`src/rtl/mips_pkg.sv`:
```
// Shared definitions for the MIPS core.
//   mdu_state_t : state encoding of the multiply/accumulate sequencer.
//   Opcode and funct constants used by the decode/EX control path to select
//   MULTU / MADDU / MFHI / MFLO.
package mips_pkg;

    typedef enum logic [1:0] {
        IDLE  = 2'd0,
        RUN   = 2'd1,
        WRITE = 2'd2
    } mdu_state_t;

    // Opcodes
    localparam logic [5:0] R_FORMAT = 6'd0;
    localparam logic [5:0] J        = 6'd2;
    localparam logic [5:0] BEQ      = 6'd4;
    localparam logic [5:0] ADDIU    = 6'd9;
    localparam logic [5:0] MADDU    = 6'd28;
    localparam logic [5:0] LW       = 6'd35;
    localparam logic [5:0] SW       = 6'd43;

    // R-format funct codes
    localparam logic [5:0] MULTU    = 6'h19;
    localparam logic [5:0] MFHI     = 6'h10;
    localparam logic [5:0] MFLO     = 6'h12;

endpackage

```
`src/rtl/mdu_shift_add_step.sv`:
```
// One shift-add multiplication step, purely combinational.
//   prod_i       : running 2*WIDTH-bit partial product
//   mcand_i      : multiplicand
//   mplier_lsb_i : current multiplier bit
//   prod_o       : partial product after conditional add and right shift
module mdu_shift_add_step #(
    parameter int WIDTH = 32
) (
    input  logic [2*WIDTH-1:0] prod_i,
    input  logic [WIDTH-1:0]   mcand_i,
    input  logic               mplier_lsb_i,
    output logic [2*WIDTH-1:0] prod_o
);

    // The add is one bit wider so its carry becomes the new top bit after
    // the shift instead of being lost.
    logic [WIDTH:0] sum;

    assign sum    = {1'b0, prod_i[2*WIDTH-1:WIDTH]}
                  + (mplier_lsb_i ? {1'b0, mcand_i} : '0);
    assign prod_o = (2*WIDTH)'({sum, prod_i[WIDTH-1:0]} >> 1);

endmodule

```
`src/rtl/mdu_sequencer.sv`:
```
// Multi-cycle MULTU / MADDU sequencer owning the HI/LO register pair.
//   clk, rst    : clock and synchronous active-high reset
//   Start       : one-cycle launch request, samples Accumulate/SrcA/SrcB
//   Accumulate  : 1 = MADDU ({HI,LO} += product), 0 = MULTU
//   SrcA, SrcB  : multiplicand / multiplier
//   HiLoRead    : ID stage holds MFHI/MFLO
//   Abort       : flush of the owning instruction
//   Busy        : operation in progress (RUN or WRITE)
//   Stall       : freeze PC/IF/ID while busy against Start or HiLoRead
//   Done        : one-cycle pulse in the cycle HI/LO are written
//   HiOut/LoOut : HI and LO registers
module mdu_sequencer
    import mips_pkg::*;
#(
    parameter int WIDTH = 32
) (
    input  logic             clk,
    input  logic             rst,
    input  logic             Start,
    input  logic             Accumulate,
    input  logic [WIDTH-1:0] SrcA,
    input  logic [WIDTH-1:0] SrcB,
    input  logic             HiLoRead,
    input  logic             Abort,
    output logic             Busy,
    output logic             Stall,
    output logic             Done,
    output logic [WIDTH-1:0] HiOut,
    output logic [WIDTH-1:0] LoOut
);

    localparam int CW = (WIDTH > 1) ? $clog2(WIDTH) : 1;
    localparam logic [CW-1:0] LAST_STEP = CW'(WIDTH - 1);

    mdu_state_t         state_q,  state_d;
    logic [WIDTH-1:0]   mcand_q,  mcand_d;
    logic [WIDTH-1:0]   mplier_q, mplier_d;
    logic               acc_q,    acc_d;
    logic [2*WIDTH-1:0] prod_q,   prod_d;
    logic [CW-1:0]      count_q,  count_d;
    logic [WIDTH-1:0]   hi_q,     hi_d;
    logic [WIDTH-1:0]   lo_q,     lo_d;
    logic [2*WIDTH-1:0] prod_step;

    mdu_shift_add_step #(.WIDTH(WIDTH)) u_step (
        .prod_i       (prod_q),
        .mcand_i      (mcand_q),
        .mplier_lsb_i (mplier_q[0]),
        .prod_o       (prod_step)
    );

    assign Busy  = (state_q != IDLE);
    assign Stall = Busy & (Start | HiLoRead);
    assign HiOut = hi_q;
    assign LoOut = lo_q;

    always_comb begin
        // NOTE: every variable gets a default before the case so no path
        // can leave one unassigned and infer a latch.
        state_d  = state_q;
        mcand_d  = mcand_q;
        mplier_d = mplier_q;
        acc_d    = acc_q;
        prod_d   = prod_q;
        count_d  = count_q;
        hi_d     = hi_q;
        lo_d     = lo_q;
        Done     = 1'b0;

        case (state_q)
            IDLE: begin
                // Abort outranks a same-cycle Start: nothing launches.
                if (Start && !Abort) begin
                    mcand_d  = SrcA;
                    mplier_d = SrcB;
                    acc_d    = Accumulate;
                    prod_d   = '0;
                    count_d  = '0;
                    state_d  = RUN;
                end
            end
            RUN: begin
                if (Abort) begin
                    state_d = IDLE;
                end else begin
                    prod_d   = prod_step;
                    mplier_d = mplier_q >> 1;
                    count_d  = count_q + CW'(1);
                    if (count_q == LAST_STEP) state_d = WRITE;
                end
            end
            WRITE: begin
                state_d = IDLE;
                // An abort landing on the write cycle cancels the commit.
                if (!Abort) begin
                    {hi_d, lo_d} = acc_q ? ({hi_q, lo_q} + prod_q) : prod_q;
                    Done         = 1'b1;
                end
            end
            default: state_d = IDLE;
        endcase
    end

    always_ff @(posedge clk) begin
        // NOTE: state registers use non-blocking assignments so every flop
        // samples the pre-edge value of the others.
        if (rst) begin
            state_q  <= IDLE;
            mcand_q  <= '0;
            mplier_q <= '0;
            acc_q    <= 1'b0;
            prod_q   <= '0;
            count_q  <= '0;
            hi_q     <= '0;
            lo_q     <= '0;
        end else begin
            state_q  <= state_d;
            mcand_q  <= mcand_d;
            mplier_q <= mplier_d;
            acc_q    <= acc_d;
            prod_q   <= prod_d;
            count_q  <= count_d;
            hi_q     <= hi_d;
            lo_q     <= lo_d;
        end
    end

endmodule
```
`config.mk`:
```
export PLATFORM = sky130hd
export DESIGN_NAME = mdu_sequencer
export DESIGN_NICKNAME = d
export VERILOG_FILES = /design/src/rtl/mips_pkg.sv /design/src/rtl/mdu_shift_add_step.sv /design/src/rtl/mdu_sequencer.sv
export SDC_FILE = /design/constraint.sdc
export NUM_CORES = 1
export LEC_CHECK = 0
export ABC_AREA = 1
export CAP_MARGIN = 20
export CORE_UTILIZATION = 50
export DETAILED_ROUTE_END_ITERATION = 10
export PLACE_DENSITY = 0.81
export RECOVER_POWER = 100
export SLEW_MARGIN = 0
export SYNTH_ARGS = -nofsm -noshare
export SYNTH_HDL_FRONTEND = slang
export SYNTH_HIERARCHICAL = 1
export SYNTH_SLANG_ARGS = --single-unit
```
`constraint.sdc`:
```
create_clock -name clk -period 3 [get_ports clk]
set_input_delay 0.45 -clock clk [delete_from_list [all_inputs] [get_ports clk]]
set_output_delay 0.45 -clock clk [all_outputs]
set_load 0.05 [all_outputs]
```
==> results.txt, run 1 <==
After routing, the total negative slack on setup checks comes to 0 ns. Hold is met by 0.4823 ns. The dominant delay contributor by cell family on the critical path is buffers and inverters. At the worst endpoint, the arrival time is a little over 3 ns. For this run, global-route usage on met2 was measured as 51.75%. Counting flops with an async set or reset pin after synthesis yields a share of 0%. The data required time at the worst endpoint is 3.37 ns. Yosys mapped the design onto 39 distinct sky130hd cell types.

The total setup violations reported at the end of the flow is 0. The design internal power came out at 4.311 mW. The number of slew-limit violations in the final report came out at 89. After detailed routing, the total wire length is 54,150 µm. The final number of hold-violating endpoints is 0.

The total of flip-flops plus latches after synthesis came out at 200. For this run, design rule violations remaining after detail routing come to 0. For this design the ratio of total power to cell area is 340.0 mW/mm². The sequential group share of total power is between 40% and 50%. The critical path is of the primary input to register type. The global placement routability congestion came out at 0.9544. The number of placed instances, taps included, is 3,374.

Setup repair after global routing left no endpoint under its margin. The top achievable clock speed is around 0.37 GHz. The width of the chip came out at 185.5 µm. The global routing stage identified its most utilized layer as met2.

The met3 capacity usage during global routing came out at around 3.8%. The combined area of the multi-input logic cells came out at approximately 0.01 mm². The clock latency reported for the late side of the worst-skew pair came out at 0.48 ns. The switching power came out at 2.091 mW. The transition time of the tightest slew-check pin came out at 1.994 ns.

The number of maximum-capacitance constraint violations came out at 1. For this run, the slowest stage of the critical path takes 0.89 ns. The worst-case clock buffer depth is 2. The via density per instance came out at about 5.2. Fill cells in the final layout number around 3,500. The portion of the clock cycle consumed by the worst path in the final layout came out at 91.01%. The logic depth of the worst register-to-register path is 18. The post-CTS resize count is 0.

In this run the worst path has a maximum fanout of 78. In this run the count of I/O pins placed on the die edge is about 140. Of the total power, combinational logic draws ~16%. The met1 track utilization from global routing is 45.36%. After the first detailed-routing iteration, the DRC count stood at 1,314. Buffers inserted to repair hold after CTS numbered 0. Among all flip-flop cells after synthesis, the most frequent one is sky130_fd_sc_hd__dfxtp_1. The worst setup path is launched from a primary input. The detailed-placement wirelength estimate is 42,950 µm. The gate count after technology mapping is 2,902. The net total in the final layout came out at 3,120.

The clock-pin slew on the worst setup and hold paths came out at approximately 0.080 ns. The worst clock skew came out at 0.01441 ns. Post-CTS timing repair inserted 0 buffers for setup. The leakage power is roughly 10 nW. The total inserted antenna cells is 0. The tightest min-delay check is of the register to register type. The H-tree was split into 4 levels.

The site row count came out at 66. The clock root buffer is sky130_fd_sc_hd__clkbuf_16. The largest net degree at the start of global routing is 118. The finished layout holds approximately 3,400 standard cells, fillers aside.

The worst hold path was traced through 2 stages. The worst supply voltage drop on vdd came out at ~0.54 mV. The time the worst path needs with I/O delays and setup is 2.730 ns. The worst pin sits at a relative slew slack of -32.97%. The number of synthesized flops with an enable pin is 0. The number of warnings printed during yosys synthesis is 6. The endpoint kind of the worst setup timing path is a register. The first-pass GRT wire length came out at approximately 86,000 µm. The path length in cells of the critical path is 6. After detailed routing, the average wire length per cell comes to 15.90 µm.

Of the total power, the share spent switching nets is 32.67%. The slowest stage of the critical path belongs to the cell sky130_fd_sc_hd__nor2_2. The die height came out at 185.5 µm. Traced cell by cell, the critical path runs through dlygate4sd3_1 > nor3_1 > nor2_2 > buf_6 > a21oi_1 > a211oi_1.

Of the cells placed in the final design, the portion with a size suffix greater than 1 is between 5 and 6%. The overall via count from detail_route is 17,590. The total routing resource utilization after global routing is between 30% and 40%. The buffers plus inverters on the worst setup path came out at 2. The total clock buffers created by CTS came out at 17. The total congestion overflow came out at 0. The synthesis-to-layout area growth came out at 11.85%.

The initial antenna violation count was 0. The CTS sink count is 200. The storage element area is 0.004004 mm². The number of buffers added on ports came out at around 140. The final reports fail on capacitance limit, slew limit.

Measured on the finished design, the core utilization comes to 57.29%. The average size of a mapped cell came out at 5.801 µm². For this run, the register share of the synthesized area comes to 23.78%. The synthesized netlist net count came out at 3,071. The initial utilization of the core area, before any placement, comes to 51.22%.

The length of the first detailed-routing pass in iterations is 7. The share of total power in the clock network came out at 38.3%. The post-detailed-route count of antenna-violating nets is 0.

TritonCTS built the clock tree. In this run the cell area of the synthesized design comes to about 0.017 mm². The number of global-route vias before repair is approximately 16,000. The die area came out at approximately 0.034 mm². The run finished, with violations left. The core outline area is 0.03287 mm².
-- through the flow --
step / worst slack, ns / instance area (µm²) / power [mW]
floorplan: 0.7077 / 16830 / 3.696
global placement: 0.4971 / 18310 / 3.984
detailed placement: 0.4391 / 18310 / 4.010
CTS: 0.4797 / 18930 / 6.433
global route: 0.09402 / 18830 / 6.668
finish: 0.2697 / 18830 / 6.402
-- path summary, 6_finish.rpt --
| kind | start | endpoint | slack [ns] |
|---|---|---|---|
| setup / recovery | Abort | prod_q[58] | 0.27 |
| setup reg to reg | LoOut[0] | HiOut[0] | 0.28 |
| hold reg to reg | prod_q[0] | prod_q[0] | 0.48 |
| hold / removal | prod_q[0] | prod_q[0] | 0.48 |
-- sequential cells by signal, indices dropped and copies added, names as in the netlist --
register and flops:
prod_q 64, LoOut 32, mcand_q 32, state_q 2, count_q 5, HiOut 32
mplier_q 32, acc_q 1
-- layout make-up --
cell class                 count  area share (%)
clock buffer                  17           2.259
clock inverter                15           1.010
inverter                     550           10.97
multi-input combinational   2030           53.52
sequential                   200           21.26
tap                          442           2.937
timing repair buffer         152           8.040
-- routing by layer --
layer  part of all wire, %  vias to the layer above
met5                     0                        -
met4                   1.7                        0
met3                   6.2                       52
met2                    45                      556
met1                    47                     7930
li1                      -                     9047
-- cells in the final DEF, fill, tap and decap left out, types with 2 or more instances in the layout --
master                            instances
sky130_fd_sc_hd__nand3_1                 90
sky130_fd_sc_hd__xnor2_1                  2
sky130_fd_sc_hd__o21ai_0                119
sky130_fd_sc_hd__nand4_1                 14
sky130_fd_sc_hd__xor2_1                  43
sky130_fd_sc_hd__a211oi_2                35
sky130_fd_sc_hd__inv_8                    3
sky130_fd_sc_hd__nor2_2                  15
sky130_fd_sc_hd__a21oi_1                251
sky130_fd_sc_hd__ha_1                    97
sky130_fd_sc_hd__clkbuf_2                 5
sky130_fd_sc_hd__o21ai_1                  3
sky130_fd_sc_hd__clkbuf_16               17
sky130_fd_sc_hd__o21bai_1                 3
sky130_fd_sc_hd__inv_1                  542
sky130_fd_sc_hd__nor3_2                   7
sky130_fd_sc_hd__a31oi_1                 33
sky130_fd_sc_hd__inv_12                   2
sky130_fd_sc_hd__fa_1                     2
sky130_fd_sc_hd__buf_12                   4
sky130_fd_sc_hd__nor3_1                  18
sky130_fd_sc_hd__nand3_2                  7
sky130_fd_sc_hd__inv_6                    3
sky130_fd_sc_hd__dlygate4sd3_1           67
sky130_fd_sc_hd__buf_4                    6
sky130_fd_sc_hd__nand2_2                 26
sky130_fd_sc_hd__clkinv_8                 5
sky130_fd_sc_hd__a211oi_1                23
sky130_fd_sc_hd__nor2_1                 234
sky130_fd_sc_hd__inv_2                    7
sky130_fd_sc_hd__clkdlybuf4s50_1         67
sky130_fd_sc_hd__dfxtp_1                200
sky130_fd_sc_hd__nand2_1                999
sky130_fd_sc_hd__nor4_1                   2
-- worst register-to-register path, delay by kind of cell (launching register included) --
kind / cells / cell delay, ns
fa+ha+maj: 2 / 0.70
flops: 1 / 0.33
simple gates: 13 / 1.41
compound gates: 1 / 0.07
buf+inv: 2 / 0.09
-- Yosys cell counts, types with 7 or more instances --
| cell | instances | area share [%] |
|---|---|---|
| sky130_fd_sc_hd__a211oi_1 | 20 | 0.89 |
| sky130_fd_sc_hd__a211oi_2 | 38 | 2.8 |
| sky130_fd_sc_hd__a21oi_1 | 249 | 7.4 |
| sky130_fd_sc_hd__a31oi_1 | 33 | 1.2 |
| sky130_fd_sc_hd__buf_2 | 14 | 0.42 |
| sky130_fd_sc_hd__buf_4 | 32 | 1.4 |
| sky130_fd_sc_hd__clkbuf_1 | 66 | 1.5 |
| sky130_fd_sc_hd__dfxtp_1 | 200 | 24 |
| sky130_fd_sc_hd__ha_1 | 97 | 7.2 |
| sky130_fd_sc_hd__inv_1 | 540 | 12 |
| sky130_fd_sc_hd__inv_2 | 10 | 0.22 |
| sky130_fd_sc_hd__nand2_1 | 995 | 22 |
| sky130_fd_sc_hd__nand2_2 | 30 | 1.1 |
| sky130_fd_sc_hd__nand3_1 | 88 | 2.6 |
| sky130_fd_sc_hd__nand3_2 | 9 | 0.54 |
| sky130_fd_sc_hd__nand4_1 | 14 | 0.52 |
| sky130_fd_sc_hd__nor2_1 | 233 | 5.2 |
| sky130_fd_sc_hd__nor2_2 | 15 | 0.56 |
| sky130_fd_sc_hd__nor3_1 | 17 | 0.51 |
| sky130_fd_sc_hd__nor3_2 | 7 | 0.42 |
| sky130_fd_sc_hd__o21ai_0 | 104 | 3.1 |
| sky130_fd_sc_hd__o21ai_1 | 18 | 0.54 |
| sky130_fd_sc_hd__xor2_1 | 43 | 2.2 |
-- power by group through the flow --
stage          sequential, mW  clock, mW  combinational (mW)
2_1_floorplan            2.93          0               0.770
3_3_place_gp             2.97          0                1.01
3_5_place_dp             2.98          0                1.03
4_1_cts                  2.92       2.48                1.04
5_1_grt                  2.94       2.58                1.15
6_report                 2.92       2.45                1.03
-- cells by family (layout without fill, tap and decap cells) --
| group | Yosys count | count (layout) | share of synthesized area [%] |
|---|---|---|---|
| DFF | 200 | 200 | 23.78 |
| xor gates and xnor gates | 45 | 45 | 2.341 |
| buffers and inverters | 672 | 734 | 15.99 |
| and+or+nand+nor | 1416 | 1416 | 34.08 |
| adders and majority gates | 99 | 99 | 7.447 |
| AOI/OAI and AO/OA | 470 | 470 | 16.36 |
No activity file was read; power rests on OpenSTA's default activity.
==> run 2, diff against run 1 <==
--- a/config.mk
+++ b/config.mk
@@ -7,6 +7,8 @@
 export LEC_CHECK = 0
 export ABC_AREA = 1
 export CAP_MARGIN = 20
+export CORE_ASPECT_RATIO = 1.4
+export CORE_MARGIN = 1.5
 export CORE_UTILIZATION = 50
 export DETAILED_ROUTE_END_ITERATION = 10
 export PLACE_DENSITY = 0.81
==> results.txt, run 2 (synthesized netlist as in run 1, its figures left out) <==
The flow ran to the end, but the final reports show violations. The checks that failed: capacitance limit, slew limit. The setup fix buffers added after clock tree synthesis came out at 0 (unchanged). The total clock buffers created by CTS came out at 17 (unchanged).

The total I/O pin count was 137 (unchanged). The worst clock skew is 0.01068 ns (-0.003726 ns). TritonCTS built the clock tree. The total routing resource utilization after global routing is 32.31% (+0.14 points).

The length of the first detailed-routing pass in iterations came to 7 (unchanged). The number of instances in the placed design is 3,377 (+0.089%). The number of standard cells in the layout, taps in and fillers out is 3,408 (+0.059%). The total setup violations reported at the end of the flow is 0 (unchanged). The library cell used most frequently in the layout, excluding fill and tap cells, is sky130_fd_sc_hd__nand2_1. The flip-flop count of the largest register after layout came out at 64 (unchanged). The worst hold-check slack is 0.3558 ns (-0.1265 ns). The portion of the clock cycle consumed by the worst path in the final layout came out at 88.54% (-2.5 points). The total congestion overflow came to 0 (unchanged). The tightest min-delay check is of the primary input to register type.

In the layout the commonest cells are sky130_fd_sc_hd__nand2_1, sky130_fd_sc_hd__inv_1, sky130_fd_sc_hd__a21oi_1. The width of the chip is 158.1 µm (-15%). The number of global-route vias before repair was 16,980 (+4.9%).

The number of buffers added on ports came to 136 (unchanged). Setup repair after global routing left no endpoint under its margin. The data required time at the worst endpoint is 3.39 ns (+0.02 ns). The time the worst path needs with I/O delays and setup came to 2.656 ns (-0.07409 ns). The violation count after the first detailed-route iteration was 1,295 (-1.4%). The via density per instance came out at 5.194 (+0.60%). The number of maximum-capacitance constraint violations came out at 1 (unchanged). The worst hold path begins at rst. The critical register-to-register path endpoint is HiOut[24].

The routed wirelength normalized by instance count came out at 16.15 µm (+1.6%). The detailed-placement wirelength estimate came out at 43,860 µm (+2.1%). The fraction of power spent switching nets is 31.50% (-1.2 points).

The clock latency reported for the late side of the worst-skew pair was 0.47 ns (about the same). The final number of hold-violating endpoints came to 0 (unchanged). The top achievable clock speed is 0.3765 GHz (+2.8%).

The clock-pin slew on the worst setup and hold paths came out at 0.08 ns (about the same). The post-CTS resize count came out at 0 (unchanged). The post-detailed-route count of antenna-violating nets came out at 0 (unchanged). The switching power is 2.009 mW (-3.9%). The share of total power in combinational logic came out at 16.1% (about the same).

The number of slew-limit violations in the final report is 90 (+1.1%). The site row count is 79 (+20%). The flop-to-flop setup slack came out at 0.39 ns (+0.11 ns). The critical path data arrival time is 3.05 ns (-0.05 ns). The largest driver fanout on the critical path is 20 (-74%). The cell depth of the worst hold path is 2 (unchanged). The share of post-route cells with drive strength above 1 came out at 4.759% (-0.30 points). The sequential group share of total power was 45.8% (about the same). The core outline area is 0.03321 mm² (+1.1%). The share of total power in the clock network is 38.1% (-0.2 points). The critical path start-end classification is primary input to register. The logic depth of the worst register-to-register path came out at 16 (-2). The wire length reported by the detailed router is 55,060 µm (+1.7%). The total inserted antenna cells came out at 0 (unchanged). The post-route core utilization came to 56.66% (-0.64 points). The startpoint identified for the worst register-to-register timing path is LoOut[0]. The number of levels the H-tree was split into is 4 (unchanged). The DRC violation count after routing came out at 0 (unchanged). The largest net degree at the start of global routing is 121 (+2.5%).

The total negative slack came out at 0 ns (unchanged). The net total in the final layout came out at 3,120 (unchanged). The die area came out at 0.03480 mm² (+1.1%). The worst-case clock buffer depth is 2 (unchanged). The initial antenna violation count was 1 (+1). The total power divided by cell area came to 339.0 mW/mm² (-0.29%). The transition time of the tightest slew-check pin is 1.836 ns (-0.1583 ns). Counting flops per register, the top entry is prod_q.

The global placement routability congestion came out at 1.042 (+9.2%). The worst hold path terminates at mplier_q[31]. STA classifies the critical path endpoint as a register. The worst supply voltage drop on vdd is 0.3259 mV (-39%).

The count of hold buffers inserted by post-cts repair came to 0 (unchanged). The starting density of the core came out at 50.69% (-0.53 points). The CTS sink count came out at 200 (unchanged).

The normalized max-slew margin is -22.41% (+11 points). The tree is rooted in a sky130_fd_sc_hd__clkbuf_16. The startpoint kind of the worst setup timing path is a primary input.

The leakage power was 10.20 nW (about the same). The first-pass GRT wire length came out at 86,950 µm (+1.7%). The die height came out at 220.1 µm (+19%).

The overall via count from detail_route came out at 17,700 (+0.66%). The design internal power is 4.369 mW (+1.4%). The synthesis-to-layout area growth came out at 11.77% (about the same).
[run 2: layout make-up]
cell class / count / area (µm²)
clock buffer: 18 / 429.2
clock inverter: 13 / 172.7
fill: 3508 / 14400
inverter: 550 / 2066
multi-input combinational: 2030 / 10060
sequential: 200 / 4004
tap: 445 / 556.8
timing repair buffer: 152 / 1531
[run 2: critical path, cell delays in order]
cell and delay, ns:
sky130_fd_sc_hd__dlygate4sd3_1 0.58, sky130_fd_sc_hd__nor3_1 0.42, sky130_fd_sc_hd__nor2_1 0.25, sky130_fd_sc_hd__inv_1 0.56, sky130_fd_sc_hd__clkbuf_2 0.42, sky130_fd_sc_hd__o21ai_0 0.13
sky130_fd_sc_hd__a31oi_1 0.24
[run 2: power by group through the flow]
| stage | Clock [mW] | Sequential, mW | Combinational, mW |
|---|---|---|---|
| 2_1_floorplan | 0 | 2.93 | 0.770 |
| 3_3_place_gp | 0 | 2.98 | 1.01 |
| 3_5_place_dp | 0 | 2.98 | 1.03 |
| 4_1_cts | 2.48 | 2.92 | 1.03 |
| 5_1_grt | 2.57 | 2.94 | 1.14 |
| 6_report | 2.43 | 2.92 | 1.03 |
[run 2: worst max path at each step]
stage | from | endpoint | slack (ns) | cells after the start
2_1_floorplan | LoOut[0] | HiOut[0] | 0.71 | 18
3_3_place_gp | LoOut[0] | HiOut[24] | 0.57 | 16
3_5_place_dp | Start | acc_q | 0.54 | 7
4_1_cts | LoOut[0] | HiOut[24] | 0.53 | 16
5_1_grt | Abort | mplier_q[17] | 0.17 | 7
6_report | Abort | mplier_q[16] | 0.34 | 7
[run 2: routing by layer]
layer | track usage [%] | up-vias | wire length (µm)
met1 | 38.67 | 7996 | 22960
met4 | 18.54 | 0 | 3058
met5 | 0 | - | 0
met2 | 55.95 | 540 | 26530
li1 | - | 9033 | -
met3 | 3.166 | 132 | 2509
[run 2: stage by stage]
stage | power (mW) | cell area [µm²] | setup WS (ns)
CTS | 6.428 | 18920 | 0.5294
detailed placement | 4.007 | 18320 | 0.5424
floorplan | 3.696 | 16830 | 0.7077
global route | 6.650 | 18820 | 0.1713
global placement | 3.987 | 18320 | 0.5730
finish | 6.379 | 18820 | 0.3438
==> RTL change 1: new RTL, config.mk and constraints of run 1 <==
`WIDTH` is set to 32 in 2 places; all go to 16.
--- a/src/rtl/mdu_shift_add_step.sv
+++ b/src/rtl/mdu_shift_add_step.sv
@@ -4,7 +4,7 @@
 //   mplier_lsb_i : current multiplier bit
 //   prod_o       : partial product after conditional add and right shift
 module mdu_shift_add_step #(
-    parameter int WIDTH = 32
+    parameter int WIDTH = 16
 ) (
     input  logic [2*WIDTH-1:0] prod_i,
     input  logic [WIDTH-1:0]   mcand_i,
--- a/src/rtl/mdu_sequencer.sv
+++ b/src/rtl/mdu_sequencer.sv
@@ -12,7 +12,7 @@
 module mdu_sequencer
     import mips_pkg::*;
 #(
-    parameter int WIDTH = 32
+    parameter int WIDTH = 16
 ) (
     input  logic             clk,
     input  logic             rst,
Ports: changed (resized HiOut, LoOut, SrcA and SrcB); port bits go from 137 to 73. The function was not compared with the original's and may differ.
==> RTL change 1 against run 1 <==
  * The run ends with DRC left
  * Area after synthesis shrank 55%
  * Sequential cell count shrank 97
  * Wire length shrank 64%
  * Worst setup slack gained 0.31 ns
  * Clock skew shrank 0.0059 ns
  * Highest routed layer unchanged
  * Maximum frequency grew 13%
  * First-iteration DRC count shrank 46%
  * Power shrank 51%
  * Cell area shrank 54%
  * Critical path type unchanged
==> RTL change 1: results (changes against run 1) <==
[power]
leakage_nw=4.60  ; -55%
pg_seq_mw=1.50  ; -49%
ir_worst_vdd_mv=0.378  ; -30%
powerClk_mw=1.13  ; -54%
powerDensity_nw_per_um2=360  ; +5.8%

[cts]
clk_latency_ns=0.36  ; -0.12 ns
cts_max_level=3  ; -1

[yosys]
synth_fp_nets=1357  ; -56%
synth_area_leaders=dfxtp_1, nand2_1, inv_1
ys_ff_latch=103  ; -49%
syn_inst=1269  ; -56%
synth_cell_types=33  ; -15%

[placement]
place.gp.congestion=0.942  ; -1.3%
portBuffers=72  ; -47%
place_area_um2=8380  ; -54%

[worst_hold_path]
hold_path_end=mplier_q[15]
min_from=mplier_q[15]

[global_route]
grt_pass1_vias=7048  ; -56%
globalRouteMet1Util=0.341  ; -0.112
met3_usage=0.0556  ; +0.0181

[sta]
worst_hold_slack_ns=0.477  ; -0.00565 ns
skew_ns=0.00847  ; -0.00593 ns

[layout]
multi_input_area_share=0.519  ; -0.0165
comb.multi_input.count=903  ; -56%
seq_area_um2=2060  ; -48%
nonClkBufAreaFrac=0.0945  ; +0.0141
signal_buffers=84  ; -45%

[status]
status=finished with violations
violations=DRC

[worst_setup_path]
r2r_slack_ns=0.59  ; +0.31 ns
critPathArrivalTime_ns=2.61  ; -0.49 ns
crit_path_max_fanout=19  ; -76%

[routing]
route.detailed.drc=6  ; +6
drtIter0Drc=711  ; -46%
vias=7771  ; -56%

## RTL change 1: cell types whose count changed after synthesis, sizes merged, moves of 16 or more
cell           run 1  this run
nand2           1025       409
nor3              25         9
dfxtp            200       103
xor2              43        22
a21oi            252       120
a31oi             33        17
nor2             249       119
buf               55        26
nand3             97        57
inv              550       204
o21ai            122        69
ha                97        48
clkbuf            67        33
a211oi            58        19
## RTL change 1: worst max path at each step
stage	start	endpoint	slack, ns	cells after the start
final	Abort	acc_q	0.58	6
after detailed placement	Abort	HiOut[6]	0.66	7
after floorplan	LoOut[0]	HiOut[4]	0.91	12
after global routing	Abort	acc_q	0.33	6
after global placement	Abort	HiOut[7]	0.69	7
after CTS	Start	Stall	0.69	4
## RTL change 1: cell families after synthesis
logic type,share of synthesized area
AND/OR/NAND/NOR,0.318
buffers and inverters,0.140
AO/OA/AOI/OAI,0.161
flip-flops,0.271
adder cells (fa/ha/maj),0.0841
XOR/XNOR,0.0265
==> RTL change 2: new RTL, flow settings as in run 1 <==
Made on the original files. Encoding of `mdu_state_t`: now one-hot (3 bits for 3 states).
--- a/src/rtl/mips_pkg.sv
+++ b/src/rtl/mips_pkg.sv
@@ -4,10 +4,10 @@
 //   MULTU / MADDU / MFHI / MFLO.
 package mips_pkg;
 
-    typedef enum logic [1:0] {
-        IDLE  = 2'd0,
-        RUN   = 2'd1,
-        WRITE = 2'd2
+    typedef enum logic [2:0] {
+        IDLE  = 3'b001,
+        RUN   = 3'b010,
+        WRITE = 3'b100
     } mdu_state_t;
 
     // Opcodes
Formal check against the unedited RTL: same outputs for any inputs over 10 cycles, from zero or initial values and one cycle with rst high; not proved beyond that.
==> RTL change 2 against run 1 <==
  * Worst setup slack lost 0.033 ns
  * Die area shrank 1.8%
  * Sequential cell count up 1
  * Largest cell class unchanged
  * Maximum frequency fell by 1.2%
  * Wire length shrank 0.28%
  * Area after synthesis is 1.8% lower
  * Cell count grew 0.59%
  * The run still ends with capacitance limit, slew limit left
  * First-iteration DRC count up 8.7%
  * Cell area is 0.13% higher
Power is not compared: it rests on default switching activity, and its combinational part moved more than twofold at a synthesized area within 25%.
==> RTL change 2: results (changes against run 1) <==
[placement]
place_area_um2=18000  ; -1.4%
place.gp.congestion=0.992  ; +4.0%
dp_hpwl_um=41700  ; -3.0%

[power]
p_comb_frac=0.336

[flow_run]
drv_cap=1  ; unchanged

[routing]
dr.pass1.iters=6  ; -1
vias=17600  ; +0.28%
dr_wl_met2_um=23500  ; -3.1%
wl_met1_um=25400  ; -0.82%
drtIter0Drc=1428  ; +8.7%
met3_length_um=3820  ; +14%
finalWirelength_um=54000  ; -0.28%

[worst_setup_path]
path_delay_family=buffers and inverters
slowest_stage=dlygate4sd3_1
crit_path_max_fanout=13  ; -83%
critPathArrivalTime_ns=2.31  ; -0.79 ns

[yosys]
yosys.area_share.adder=0.0758  ; +0.00135
synth_compound_area_frac=0.151  ; -0.0129
synth-xor-area-share=0.0244  ; +0.000953
avgSynthCellArea_um2=5.69  ; -1.9%
synth_cell_types=35  ; -10%
seq_area_frac_synth=0.243  ; +0.00551
synth_commonest_cells=nand2_1, inv_1, a21oi_1

[sta]
slew_viol_final=35  ; -61%
worst_pin_slew_ns=1.51  ; -0.484 ns
skew_ns=0.0188  ; +0.00436 ns

[global_route]
grt_first_pass_wirelength_um=84600  ; -1.1%
globalRouteMet1Util=0.444  ; -0.00960
grt_use_met2=0.504  ; -0.0138
grt_pass1_vias=15900  ; -1.5%
grt_max_degree=123  ; +4.2%
met3_usage=0.0477  ; +0.0102
antenna_found_initial=0  ; unchanged
grtUsageTotal=0.316  ; -0.00587

[cts]
cts.path.max_buffers=3  ; +1
cts.clk_slew.worst_paths_ns=0.06  ; -0.02 ns
post_cts_buffers=0  ; unchanged
cts_made_buffers=25  ; +8
clk_latency_ns=0.55  ; +0.07 ns

[status]
status=finished with violations
violations=capacitance limit, slew limit

[layout]
nNetsFinal=3134  ; +0.45%
drive_gt1_frac=0.0302  ; -0.0204
final_cell_count_no_fill=3426  ; +0.59%

[worst_hold_path]
min_path_type=in2reg

-- RTL change 2: changes by cell type in the layout (fill, tap and decap cells not counted), moves of 5 or more --
cell	before	now
nand3_1	90	106
nor3_1	18	25
clkinv_2	1	8
a211oi_1	23	54
nor3_2	7	1
clkinv_8	5	0
o21ai_0	119	112
clkbuf_16	17	25
a211oi_2	35	0
nor2_1	234	229
buf_4	6	11
nand2_1	999	1027
nand2_2	26	12
nor2_2	15	4
-- RTL change 2: worst paths after layout --
path	endpoint	start	slack [ns]	cells after the start
max	Done	state_q[2]	0.24	4
min reg2reg	mplier_q[31]	mplier_q[31]	0.48	2
min	state_q[0]	rst	0.38	4
max reg2reg	prod_q[51]	mplier_q[0]	0.32	16
-- RTL change 2: tightest hold or removal path: cells and delay by family --
family        cells  cell delay, ns
buf+inv           3            0.30
simple gates      1            0.10
-- RTL change 2: stage by stage --
step	total power [mW]	setup WS (ns)
after floorplan	6.14	0.694
after global placement	7.00	0.435
after detailed placement	7.09	0.406
after CTS	10.4	0.238
after global routing	10.9	0.101
final	10.3	0.237
-- RTL change 2: layout make-up --
class / count / area, um2
clock buffer: 29 / 671
clock inverter: 17 / 206
fill: 3371 / 13700
inverter: 547 / 2050
multi-input combinational: 2035 / 9820
sequential: 201 / 4020
tap: 442 / 553
timing repair buffer: 155 / 1520
-- RTL change 2: cell families (layout without fill, tap and decap cells) --
| logic type | after synthesis | count (layout) |
|---|---|---|
| and+or+nand+nor | 1431 | 1431 |
| buffers and inverters | 670 | 748 |
| AOI/OAI and AO/OA | 459 | 459 |
| DFF | 201 | 201 |
| adders and majority gates | 99 | 99 |
| xor gates and xnor gates | 46 | 46 |
